$ cat src/rtl/fp32_mul_seq.sv
// Sequential IEEE-754 single-precision multiplier: the 24x24 significand product is
// built over four cycles from one shared 16x16 multiplier, then rounded to nearest-even.

module multiplier_16x16 (
  input  logic [15:0] a,
  input  logic [15:0] b,
  output logic [31:0] p
);
  assign p = {16'b0, a} * {16'b0, b};
endmodule

module fp32_mul_seq (
  input  logic        clk_i,
  input  logic        rst_ni,
  input  logic        in_valid_i,
  output logic        in_ready_o,
  input  logic [31:0] a_i,
  input  logic [31:0] b_i,
  output logic        out_valid_o,
  input  logic        out_ready_i,
  output logic [31:0] result_o,
  output logic        flag_nv_o,
  output logic        flag_of_o,
  output logic        flag_uf_o,
  output logic        flag_nx_o,
  output logic [1:0]  state_o
);
  // Handshakes: a transfer happens on a rising edge where valid & ready are both high.
  // Upstream holds a_i/b_i until in_ready_o; result_o/flags hold while out_valid_o & !out_ready_i.

  typedef enum logic [1:0] {
    S_IDLE  = 2'd0,
    S_MUL   = 2'd1,
    S_ROUND = 2'd2,
    S_DONE  = 2'd3
  } state_t;

  localparam logic [31:0] QNAN = 32'h7FC0_0000;

  state_t      state;
  logic [1:0]  cnt;
  logic [47:0] acc;
  logic        sign;
  logic [7:0]  ea;
  logic [7:0]  eb;
  logic [23:0] sig_a;
  logic [23:0] sig_b;

  assign state_o = state;

  // Operand classification; denormals count as zero.
  logic [7:0]  a_exp;
  logic [7:0]  b_exp;
  logic [22:0] a_frac;
  logic [22:0] b_frac;
  logic        a_zero;
  logic        b_zero;
  logic        a_inf;
  logic        b_inf;
  logic        a_nan;
  logic        b_nan;
  logic        a_snan;
  logic        b_snan;
  logic        in_sign;
  logic        spec_hit;
  logic [31:0] spec_result;
  logic        spec_nv;

  always_comb begin
    a_exp   = a_i[30:23];
    b_exp   = b_i[30:23];
    a_frac  = a_i[22:0];
    b_frac  = b_i[22:0];
    in_sign = a_i[31] ^ b_i[31];
    a_zero  = (a_exp == 8'h00);
    b_zero  = (b_exp == 8'h00);
    a_inf   = (a_exp == 8'hFF) && (a_frac == 23'd0);
    b_inf   = (b_exp == 8'hFF) && (b_frac == 23'd0);
    a_nan   = (a_exp == 8'hFF) && (a_frac != 23'd0);
    b_nan   = (b_exp == 8'hFF) && (b_frac != 23'd0);
    a_snan  = a_nan && !a_frac[22];
    b_snan  = b_nan && !b_frac[22];
    spec_hit = a_zero || b_zero || a_inf || b_inf || a_nan || b_nan;

    spec_result = {in_sign, 31'd0};
    spec_nv     = 1'b0;
    if (a_nan || b_nan) begin
      spec_result = QNAN;
      spec_nv     = a_snan || b_snan;
    end else if ((a_inf && b_zero) || (a_zero && b_inf)) begin
      spec_result = QNAN;
      spec_nv     = 1'b1;
    end else if (a_inf || b_inf) begin
      spec_result = {in_sign, 8'hFF, 23'd0};
    end
  end

  // Partial-product schedule: cnt picks the operand halves and the shift of the addend.
  logic [15:0] hi_a;
  logic [15:0] lo_a;
  logic [15:0] hi_b;
  logic [15:0] lo_b;
  logic [15:0] mul_a;
  logic [15:0] mul_b;
  logic [31:0] mul_p;
  logic [47:0] addend;

  always_comb begin
    hi_a   = {8'd0, sig_a[23:16]};
    lo_a   = sig_a[15:0];
    hi_b   = {8'd0, sig_b[23:16]};
    lo_b   = sig_b[15:0];
    mul_a  = lo_a;
    mul_b  = lo_b;
    addend = 48'd0;
    case (cnt)
      2'd0: begin
        mul_a  = lo_a;
        mul_b  = lo_b;
        addend = {16'd0, mul_p};
      end
      2'd1: begin
        mul_a  = hi_a;
        mul_b  = lo_b;
        addend = {mul_p, 16'd0};
      end
      2'd2: begin
        mul_a  = lo_a;
        mul_b  = hi_b;
        addend = {mul_p, 16'd0};
      end
      default: begin
        mul_a  = hi_a;
        mul_b  = hi_b;
        addend = {mul_p[15:0], 32'd0};
      end
    endcase
  end

  multiplier_16x16 u_mul (
    .a (mul_a),
    .b (mul_b),
    .p (mul_p)
  );

  // Normalize, round to nearest-even, then saturate to Inf or flush to zero.
  logic signed [9:0] e_pre;
  logic signed [9:0] e_fin;
  logic [22:0]       mant_sel;
  logic              guard;
  logic              sticky;
  logic              round_up;
  logic [23:0]       mant_rnd;
  logic [31:0]       rnd_result;
  logic              rnd_of;
  logic              rnd_uf;
  logic              rnd_nx;

  always_comb begin
    e_pre = $signed({2'b00, ea}) + $signed({2'b00, eb}) - 10'sd127 + $signed({9'd0, acc[47]});
    if (acc[47]) begin
      mant_sel = acc[46:24];
      guard    = acc[23];
      sticky   = |acc[22:0];
    end else begin
      mant_sel = acc[45:23];
      guard    = acc[22];
      sticky   = |acc[21:0];
    end
    round_up = guard && (sticky || mant_sel[0]);
    mant_rnd = {1'b0, mant_sel} + {23'd0, round_up};
    e_fin    = mant_rnd[23] ? (e_pre + 10'sd1) : e_pre;
    rnd_nx   = guard || sticky;
    rnd_of   = 1'b0;
    rnd_uf   = 1'b0;
    rnd_result = {sign, e_fin[7:0], mant_rnd[22:0]};
    if (e_fin >= 10'sd255) begin
      rnd_result = {sign, 8'hFF, 23'd0};
      rnd_of     = 1'b1;
      rnd_nx     = 1'b1;
    end else if (e_fin <= 10'sd0) begin
      rnd_result = {sign, 31'd0};
      rnd_uf     = 1'b1;
      rnd_nx     = 1'b1;
    end
  end

  always_ff @(posedge clk_i or negedge rst_ni) begin
    if (!rst_ni) begin
      state       <= S_IDLE;
      cnt         <= 2'd0;
      acc         <= 48'd0;
      sign        <= 1'b0;
      ea          <= 8'd0;
      eb          <= 8'd0;
      sig_a       <= 24'd0;
      sig_b       <= 24'd0;
      in_ready_o  <= 1'b1;
      out_valid_o <= 1'b0;
      result_o    <= 32'd0;
      flag_nv_o   <= 1'b0;
      flag_of_o   <= 1'b0;
      flag_uf_o   <= 1'b0;
      flag_nx_o   <= 1'b0;
    end else begin
      case (state)
        S_IDLE: begin
          if (in_valid_i) begin
            in_ready_o <= 1'b0;
            sign       <= in_sign;
            ea         <= a_exp;
            eb         <= b_exp;
            sig_a      <= {1'b1, a_frac};
            sig_b      <= {1'b1, b_frac};
            acc        <= 48'd0;
            cnt        <= 2'd0;
            if (spec_hit) begin
              result_o    <= spec_result;
              flag_nv_o   <= spec_nv;
              flag_of_o   <= 1'b0;
              flag_uf_o   <= 1'b0;
              flag_nx_o   <= 1'b0;
              out_valid_o <= 1'b1;
              state       <= S_DONE;
            end else begin
              state <= S_MUL;
            end
          end
        end
        S_MUL: begin
          acc <= acc + addend;
          cnt <= cnt + 2'd1;
          if (cnt == 2'd3) state <= S_ROUND;
        end
        S_ROUND: begin
          result_o    <= rnd_result;
          flag_nv_o   <= 1'b0;
          flag_of_o   <= rnd_of;
          flag_uf_o   <= rnd_uf;
          flag_nx_o   <= rnd_nx;
          out_valid_o <= 1'b1;
          state       <= S_DONE;
        end
        default: begin
          if (out_ready_i) begin
            out_valid_o <= 1'b0;
            in_ready_o  <= 1'b1;
            state       <= S_IDLE;
          end
        end
      endcase
    end
  end

endmodule
$ cat config.mk
export PLATFORM = sky130hd
export DESIGN_NAME = fp32_mul_seq
export DESIGN_NICKNAME = d
export VERILOG_FILES = /design/src/rtl/fp32_mul_seq.sv
export SDC_FILE = /design/constraint.sdc
export NUM_CORES = 1
export LEC_CHECK = 0
export ABC_CLOCK_PERIOD_IN_PS = 9000
export CAP_MARGIN = 20
export CORE_ASPECT_RATIO = 1.25
export CORE_MARGIN = 2
export CORE_UTILIZATION = 40
export CTS_CLUSTER_DIAMETER = 60
export DETAILED_ROUTE_END_ITERATION = 8
export SLEW_MARGIN = 20
export SYNTH_ARGS = -nofsm -noshare
export SYNTH_HDL_FRONTEND = slang
export SYNTH_SLANG_ARGS = --single-unit
$ cat constraint.sdc
create_clock -name clk_i -period 9 [get_ports clk_i]
set_input_delay 1.8 -clock clk_i [delete_from_list [all_inputs] [get_ports clk_i]]
set_output_delay 1.8 -clock clk_i [all_outputs]
set_load 0.05 [all_outputs]
======== Word level (Yosys, flattened, before mapping) ========
Cells that the tools add are included.
storage, ports and cells
  register bits ........................... 155
  input port bits ......................... 68
operators by class
  order comparisons ....................... 2
  reduce and logical (&&, ||, !) cells .... 47
  bitwise logic cells ..................... 3
  eq/ne operators ......................... 10
  mux-type cells .......................... 46
  multiply operators ...................... 1
  add/sub/neg operators ................... 7
operator list
  cell                                                   number
  case mux 48 bit (2 select lines)                       2
  two-way mux 32 bit                                     4
  two-way mux 31 bit                                     3
  case mux 32 bit (2 select lines)                       1
  adder 48 bit                                           1
  two-way mux 48 bit                                     1
  zero test 23 bit                                       2
  nonzero test 23 bit                                    2
  multiplier 16 x 16 -> 32 bit                           1
  two-way mux 16 bit                                     2
  adder 23 x 1 -> 24 bit                                 1
  two-way mux 23 bit                                     1
  OR reduction 23 bit                                    1
  OR reduction 22 bit                                    1
  two-way mux 1 bit                                      18
  == test 8 bit (second input constant)                  2
  zero test 8 bit                                        2
  logical OR 1 bit                                       11
  adder 10 x 2 -> 10 bit                                 1
  adder 10 x 2 -> 10 bit (second input constant)         1
  >= comparator 10 x 9 -> 1 bit (second input constant)  1
  <= comparator 10 x 1 -> 1 bit (second input constant)  1
  two-way mux 10 bit                                     1
  two-way mux 2 bit                                      5
  other kinds (22)                                       50

======== Depth between registers and ports, before layout ========
Gate-level depths: netlist (run 1).
  depth after elaboration ................. 10
  gate-level depth with buffers ........... 43
  mapped depth without buffers ............ 39

======== By module ========
From an unflattened synthesis (run 1), not the netlist that was laid out.
unflattened totals
  cells, all modules ...................... 2,223
  area, all modules ....................... 19,996.7 um2
modules (own cells, without submodules)
  module            area each (um2)  cells an instance  seq. area each (um2)  instances
  fp32_mul_seq      11,433.5         1,244              3,854.9               1
  multiplier_16x16  8,563.2          979                0.0                   1

======== Least setup slack after synthesis (run 1) ========
OpenSTA, ideal clock, no wires.
  path kind ............................... reg2reg
  from .................................... reg cnt[0]
  to ...................................... reg acc[47]
  cell stages (with the launch flop) ...... 41
  setup slack ............................. -0.893 ns
  path buffers ............................ 4
  setup time .............................. 0.116 ns
  data required time ...................... 8.884 ns
  arrival time ............................ 9.777 ns
  clock period less this slack ............ 9.893 ns
  path through ............................ dfrtp_1 -> inv_1 -> ha_1 -> or2_2 -> clkbuf_1 -> buf_1 -> clkbuf_1 -> mux2i_1 -> nor2_1 -> fa_1 -> inv_1 -> fa_1 -> fa_1 -> fa_1 -> inv_1 -> fa_1 -> inv_1 -> fa_1 -> [... 5 more ...] -> a41o_1 -> a2111oi_0 -> o31ai_1 -> a21oi_1 -> xnor2_1 -> a22o_1 -> ha_1 -> clkbuf_1 -> a21oi_1 -> o21ai_0 -> nor2_1 -> a31oi_1 -> nor3_1 -> a21oi_1 -> a221o_1 -> and3_1 -> or2_2 -> o311ai_0
between the ends
  longest elaborated chain between the ends .. 7
  elaborated cells between the ends (all ways) .. 12
ends and longest elaborated chain
  what                                   line  RTL
  start: declaration                     41    logic [1:0] cnt;
  start signal: assignment               232   cnt <= cnt + 2'd1;
  == test 2 bit (tied with other cells)  116   case (cnt)
  OR reduction 2 bit (no line)           -
  two-way mux 16 bit                     116
  multiplier 16 x 16 -> 32 bit           9     assign p = {16'b0, a} * {16'b0, b};
  case mux 48 bit (2 select lines) (*)   116
  adder 48 bit (*)                       231   acc <= acc + addend;
  case mux 48 bit (2 select lines) (*)   206   case (state)
  end signal: assignment                 231
  end: declaration                       42    logic [47:0] acc;
Every way passes the cells marked *; elsewhere a longest branch is shown, timed or not.
A chain may end at the register's enable or synchronous reset.

======== Worst setup path in the final report (run 1) ========
Ends and elaborated chain as after synthesis.

==> results.md, run 1 <==
- R2R Path End: acc[47]
- Status: finished, violations left
- FMAX: 107.7 MHz
- Area growth, synth to finish: 31.61%
- Crit-path most repeated cell: fa_1
- Final Util: approximately 54%
- Final wirelength: approximately 67000 µm
- Share of layout cells above drive strength 1: 26.09%
- Number of DRC markers in iteration 0: 978
- Minimum clock period: around 9300 ps
- Worst-path maximum fanout: 7
- Hold_sp: flag_of_o
- Initial Util: roughly two fifths
- Worst r2r src: cnt[0]
- Die Area: between 50000 and 60000 µm²
- CP Buf/Inv Count: 8
- CP arrival: around 9700 ps
- Setup slack after layout: -282.5 ps
- CTS Buf Count: 17
- Hold EP: flag_of_o
- Post-DP HPWL: 54360 µm
- Failing checks: setup timing
- Leading cell type in the layout, fill and taps excluded: buf_4
- Final worst-path cycle share: 103.1%
- Antenna cells: 0
- Max stage delay on crit path: between 500 and 600 ps
- Number of enable flip-flop cells after synthesis: 0
- Synth Cell Area: ~20000 µm²
- Worst slew pin tran: around 960 ps
- Via count: 17850
- Die height: about 250 µm
- Crit end category: flip-flop
- Hold crit path type: reg2reg
- Hold depth: 1
- # rows: 90
- Crit Path Category: reg2reg
- Relative slew slack: between 30% and 40%
- Initial antenna violation count: 0
- Pre-antenna DRT Iters: 5
- Register clock-pin slew on the reported worst setup and hold paths: 80 ps
- Sequential area share after synthesis: roughly 20%
- Synth unique cells: 77
- CTS max path bufs: 2
- CP top delay family: adder cells
- RSZ-0062 raised after global routing: true
- Setup Viol. Count Final: 2
- Ys async rst share: 100.0%
- Register bit total from synthesis: around 150
- Gr usage total: a little over a quarter
- TritonCTS clock tree: done
- Max-cap violation count: 0
- Clock skew: roughly 18 ps
- Most frequent cells in the layout: buf_4, nand2_1, inv_1
- Worst skew pair latency: between 400 and 500 ps
- Hold Vio Cnt, Final: 0
- Critical-path top delay cell: fa_1
- Pre-CTS WS: -1021 ps
- Worst r2r path cells: 36
- CP Launch Type: flip-flop
- Final #Nets: between 3000 and 4000
- CP required: around 9400 ps
- Final Slew Violations: 0
- Reg2Reg Setup Slack: -280 ps
- DRC Markers: 0
- Gpl congestion: roughly 0.95
- Top FF cell, synth: dfrtp_1
- Synthesized Nets: between 2000 and 3000
- Routed Antenna Nets: 0
- Hold-fix buffer count after cts: 0
- Ys Warns: 0
- Pin count of the biggest net entering global routing: 87
- Mapped Cells: approximately 2200
- CORE AREA: 48420 µm²
- WL/cell: just over 20 µm
- Port Buf Inserts: ~110
- Die X: between 200 and 250 µm
- Clk sink count: around 150
- Gr ovfl total: 0
- I/O Pins: approximately 110
- Post-synthesis area per instance: around 9 µm²
- Global-route wire length before repair: roughly 110000 µm
- Via density: roughly 5.4
- Vias in the first global route: roughly 19000
- H-tree depth: 4
- Clock root cell: clkbuf_16
==> cell families after synthesis <==
family	after synthesis	share of synthesized area (%)
AOI/OAI and AO/OA	439	15.44
xor gates and xnor gates	90	4.003
adders and majority gates	374	31.23
buffers and inverters	371	7.243
DFF	154	19.57
muxes	113	6.233
and+or+nand+nor	707	16.27
==> how the worst max path moves through the flow <==
stage / slack, ps / depth (start not counted) / end / startpoint
3_5_place_dp: -1020 / 37 / acc[47] / cnt[0]
2_1_floorplan: 10 / 40 / acc[47] / cnt[0]
4_1_cts: -340 / 40 / acc[47] / cnt[0]
5_1_grt: -540 / 38 / acc[47] / cnt[0]
3_3_place_gp: -960 / 36 / acc[47] / cnt[0]
6_report: -280 / 36 / acc[47] / cnt[0]
==> Yosys cell counts (all sizes together), types with 14 or more instances <==
library cell    n  share of area [%]
o21ai         102                2.6
nand3          25               0.66
fa            196                 20
mux2           77                4.4
clkbuf         81                1.5
nand4          22               0.73
o21bai         16               0.61
nor2          184                3.5
a21oi         113                2.9
ha            178                 11
a22o           25                1.1
or2            14               0.44
mux2i          36                1.8
a21o           38                1.4
inv           279                5.3
nor4           23               0.81
nor3           26               0.71
xor2           32                1.4
nand2b         16               0.51
o41ai          22                1.6
nand2         308                5.9
dfrtp         153                 19
and2           41                1.3
xnor2          58                2.6
==> per-layer routing <==
| metal | routed length (µm) | track usage [%] | part of all wire, % | vias up |
|---|---|---|---|---|
| met5 | 0 | 0 | 0 | - |
| met4 | 2898 | 10.91 | 4.3 | 0 |
| met3 | 2733 | 3.707 | 4.1 | 148 |
| met2 | 33900 | 47.24 | 51 | 461 |
| met1 | 27150 | 32.52 | 41 | 8880 |
| li1 | - | - | - | 8361 |
==> stage by stage <==
stage	hold WS (ps)	instances	cell area (µm²)	setup TNS, ps
CTS	488.5	3279	25110	-446.8
finish	483.6	3293	25920	-321.5
global placement	458.2	3225	23910	-6935
floorplan	450.1	2248	19930	0
global route	504.0	3293	25920	-2963
detailed placement	471.8	3226	23930	-7865
==> flip-flops by register name (all words and copies together), names as in the netlist <==
register and flops:
sign 1, in_ready_o 1, flag_of_o 1, sig_a 24, sig_b 23, cnt 2
acc 48, result_o 32, eb 8, flag_uf_o 1, flag_nv_o 1, out_valid_o 1
ea 8, state_o 2, flag_nx_o 1
==> layout make-up <==
| class | count | area [µm²] |
|---|---|---|
| clock inverter | 15 | 186.4 |
| timing repair buffer | 460 | 3958 |
| inverter | 280 | 1051 |
| sequential | 154 | 3855 |
| multi-input combinational | 1723 | 15640 |
| clock buffer | 17 | 425.4 |
| fill | 4476 | 22500 |
| tap | 644 | 805.8 |
==> what timing repair did <==
item / CTS / global route
gates resized for setup: 91 / 158
cloned: 1 / 0
setup buffers: 20 / 16
pin swaps: 38 / 61
setup endpoints to repair: 25 / 27
==> worst register-to-register path: cells and delay by family, from the launching register on <==
| family | cells | cell delay, ps |
|---|---|---|
| simple gates | 7 | 1370 |
| buf+inv | 8 | 700 |
| fa+ha+maj | 9 | 3950 |
| flops | 1 | 410 |
| compound gates | 10 | 2290 |
| xor+xnor | 1 | 230 |
| mux | 1 | 240 |
Power of run 1 is left out: the tool's default activity adds up to more than one toggle a clock period on the data nets, which glitch-free logic cannot reach.
==> run 2, diff against run 1 <==
- ABC_AREA: unset -> 1
- CTS_BUF_LIST: unset -> sky130_fd_sc_hd__clkbuf_16
==> run 2 against run 1 <==
  * The flow now finishes without violations
  * Worst setup slack gained 630 ps
  * Via count is 11% higher
  * Final area shrank 5.6%
  * Maximum frequency up 7.3%
  * Global-route usage up 0.88 points
  * Utilization down 5.0 points
  * Cell count increased by 15%
  * Critical path type unchanged
==> results.md, run 2 <==
- Count leader, synth: nand2_1
- Sequential area share after synthesis: 18.88% (-0.69 points)
- Clock root cell: clkbuf_16
- Leading cell type in the layout, fill and taps excluded: nand2_1
- CP startpoint: cnt[0]
- Clock skew: 16.48 ps (-1.628 ps)
- Relative slew slack: 41.49% (+5.4 points)
- Synth Cell Area: 20420 µm² (+3.7%)
- Number of enable flip-flop cells after synthesis: 0 (unchanged)
- Number of DRC markers in iteration 0: 1145 (+17%)
- WL/cell: 18.73 µm (-7.5%)
- Hold Vio Cnt, Final: 0 (unchanged)
- # rows: 92 (+2.2%)
- CP arrival: 9060 ps (-590 ps)
- CP required: 9410 ps (+40 ps)
- Global-route wire length before repair: 112000 µm (+6.5%)
- Top FF cell, synth: dfrtp_1
- TritonCTS clock tree: done
- Synth top area share: 19.22% (-0.71 points)
- Finished layout cell area: 24470 µm² (-5.6%)
- Via count: 19739 (+11%)
- Die X: 206.1 µm (+1.8%)
- Ys Warns: 0 (unchanged)
- Worst slew pin tran: 875.5 ps (-80.16 ps)
- Placed Area: 23300 µm² (-2.7%)
- GR Util met2: 48.54% (+1.3 points)
- Initial antenna violation count: 0 (unchanged)
- Setup Viol. Count Final: 0 (-2)
- CTS Buf Count: 17 (unchanged)
- Register clock-pin slew on the reported worst setup and hold paths: 80 ps (about the same)
- Port Buf Inserts: 107 (unchanged)
- FMAX: 115.6 MHz (+7.3%)
- TNS Setup: 0 ps (+321.5 ps)
- CP Launch Type: flip-flop
- Final worst-path cycle share: 96.10% (-7.0 points)
- Busiest grt layer: met2
- Top post-synthesis cells by count: nand2_1, inv_1, nor2_1, fa_1, o21ai_0
- Met1 Usage GRT: 32.61% (+0.092 points)
- Synth unique cells: 55 (-29%)
- Top reg by flops: acc
- R2R Path End: acc[28]
- Area growth, synth to finish: 19.85%
- CORE AREA: 50420 µm² (+4.1%)
- Max stage delay on crit path: 570 ps (about the same)
- Hold-fix buffer count after cts: 0 (unchanged)
- Crit-path most repeated cell: fa_1
- Largest cells by area after synthesis: fa_1, dfrtp_1, nand2_1
- Met3 Use GR: 3.393% (-0.31 points)
- Final #Nets: 3565 (+16%)
- Initial Util: 40.50% (-0.17 points)
- Worst r2r path cells: 40 (+11%)
- Vias in the first global route: 20431 (+8.0%)
- DRC Markers: 0 (unchanged)
- Critical Path End: acc[28]
- Most frequent cells in the layout: nand2_1, inv_1, nor2_1
- Antenna cells: 0 (unchanged)
- Critical-path top delay cell: fa_1
- Register bit total from synthesis: 154 (unchanged)
- Pre-antenna DRT Iters: 5 (unchanged)
- Die height: 256.6 µm (+1.8%)
- Final Slew Violations: 0 (unchanged)
- Dominant cell type by area after synthesis: fa_1
- Routed Antenna Nets: 0 (unchanged)
- Post-DP HPWL: 58160 µm (+7.0%)
- Ys async rst share: 100.0% (unchanged)
- H-tree depth: 4 (unchanged)
- Via density: 5.203 (-4.0%)
- Crit end category: flip-flop
- Mapped Cells: 2860 (+27%)
- Gr usage total: 27.55% (+0.88 points)
- Crit Path Category: reg2reg
- Die Area: 52880 µm² (+3.6%)
- Gr ovfl total: 0 (unchanged)
- Pin count of the biggest net entering global routing: 94 (+8.0%)
- Synthesized Nets: 3302 (+23%)
- RSZ-0062 raised after global routing: true
- Reg2Reg Setup Slack: 350 ps (+630 ps)
- Regs by FF count: acc: 48 flops, result_o: 32 flops, sig_a: 24 flops
- Worst skew pair latency: 500 ps (about the same)
- I/O Pins: 108 (unchanged)
- Post-synthesis area per instance: 7.139 µm² (-19%)
- Hold crit path type: reg2reg
- Worst-path maximum fanout: 17 (+10)
- Status: completed
- Minimum clock period: 8649 ps (-633.7 ps)
- CTS max path bufs: 2 (unchanged)
- Gpl congestion: 1.027 (+8.6%)
- Max-cap violation count: 0 (unchanged)
- Worst r2r src: cnt[0]
- Clk sink count: 154 (unchanged)
- Final wirelength: 71080 µm (+6.6%)
- Hold depth: 2 (+1)
- Share of layout cells above drive strength 1: 11.96% (-14 points)
- Max reg flops: 48 (unchanged)
[run 2: changes by cell type in the layout (fill, tap and decap cells not counted), sizes merged, moves of 25 or more]
cell	previous run	this run
nand2	308	742
inv	285	519
buf	354	202
nor2	184	329
o21ai	102	201
nand3	25	116
mux2	77	0
and2	41	2
xnor2	58	19
mux2i	36	0
a21o	38	12
o22ai	6	31
[run 2: what timing repair did]
item	in CTS	in global routing
pin swaps	0	13
setup endpoints to repair	3	27
resized for setup	4	92
setup buffers	1	31
hold endpoints to repair	0	0
[run 2: per-layer routing]
layer  wire length, µm  vias up
li1                  -     9524
met1             27980     9521
met2             36060      500
met3              2799      194
met4              4235        0
met5                 0        -
[run 2: worst min path at each step]
stage | start | end | slack (ps)
after floorplan | sig_b[1] | sig_b[1] | 440
after global placement | sig_a[5] | sig_a[5] | 470
after detailed placement | result_o[20] | result_o[20] | 460
after CTS | sig_b[1] | sig_b[1] | 490
after global routing | ea[5] | ea[5] | 500
final | flag_uf_o | flag_uf_o | 490
[run 2: cell families (layout without fill, tap and decap cells)]
family                   after synthesis  after routing  share of synthesized area (%)
AO/OA/AOI/OAI                        429            429                          11.64
XOR/XNOR                              45             45                          2.022
adder cells (fa/ha/maj)              374            374                          30.12
buffers and inverters                588            864                          11.25
flip-flops                           154            154                          18.88
AND/OR/NAND/NOR                     1270           1270                          26.08
[run 2: final cells by class]
class / instances / area (µm²)
clock buffers: 17 / 425.4
clock inverters: 15 / 195.2
fillers: 5095 / 25950
inverters: 523 / 1993
multi-input cells: 2118 / 14510
flip-flops and latches: 154 / 3855
well taps: 658 / 823.3
repair buffers: 309 / 2673
[run 2: worst max-delay path, delay by kind of cell, from the launching register on]
family                   cells  cell delay (ps)
flip-flops                   1              370
AO/OA/AOI/OAI               11             1510
buffers and inverters       12             1460
AND/OR/NAND/NOR              8             1170
adder cells (fa/ha/maj)      9             4070
[run 2: stage by stage]
stage / hold slack [ps] / std cells / setup slack (ps) / util [%]
3_3_place_gp: 465.8 / 3730 / 122.7 / 46.21
6_report: 485.9 / 3794 / 351.2 / 48.54
4_1_cts: 485.8 / 3763 / 19.51 / 47.49
3_5_place_dp: 464.7 / 3730 / -23.44 / 46.21
2_1_floorplan: 443.6 / 2860 / 487.9 / -
5_1_grt: 504.4 / 3794 / -95.09 / 48.54
Power of run 2 is left out for the same reason.
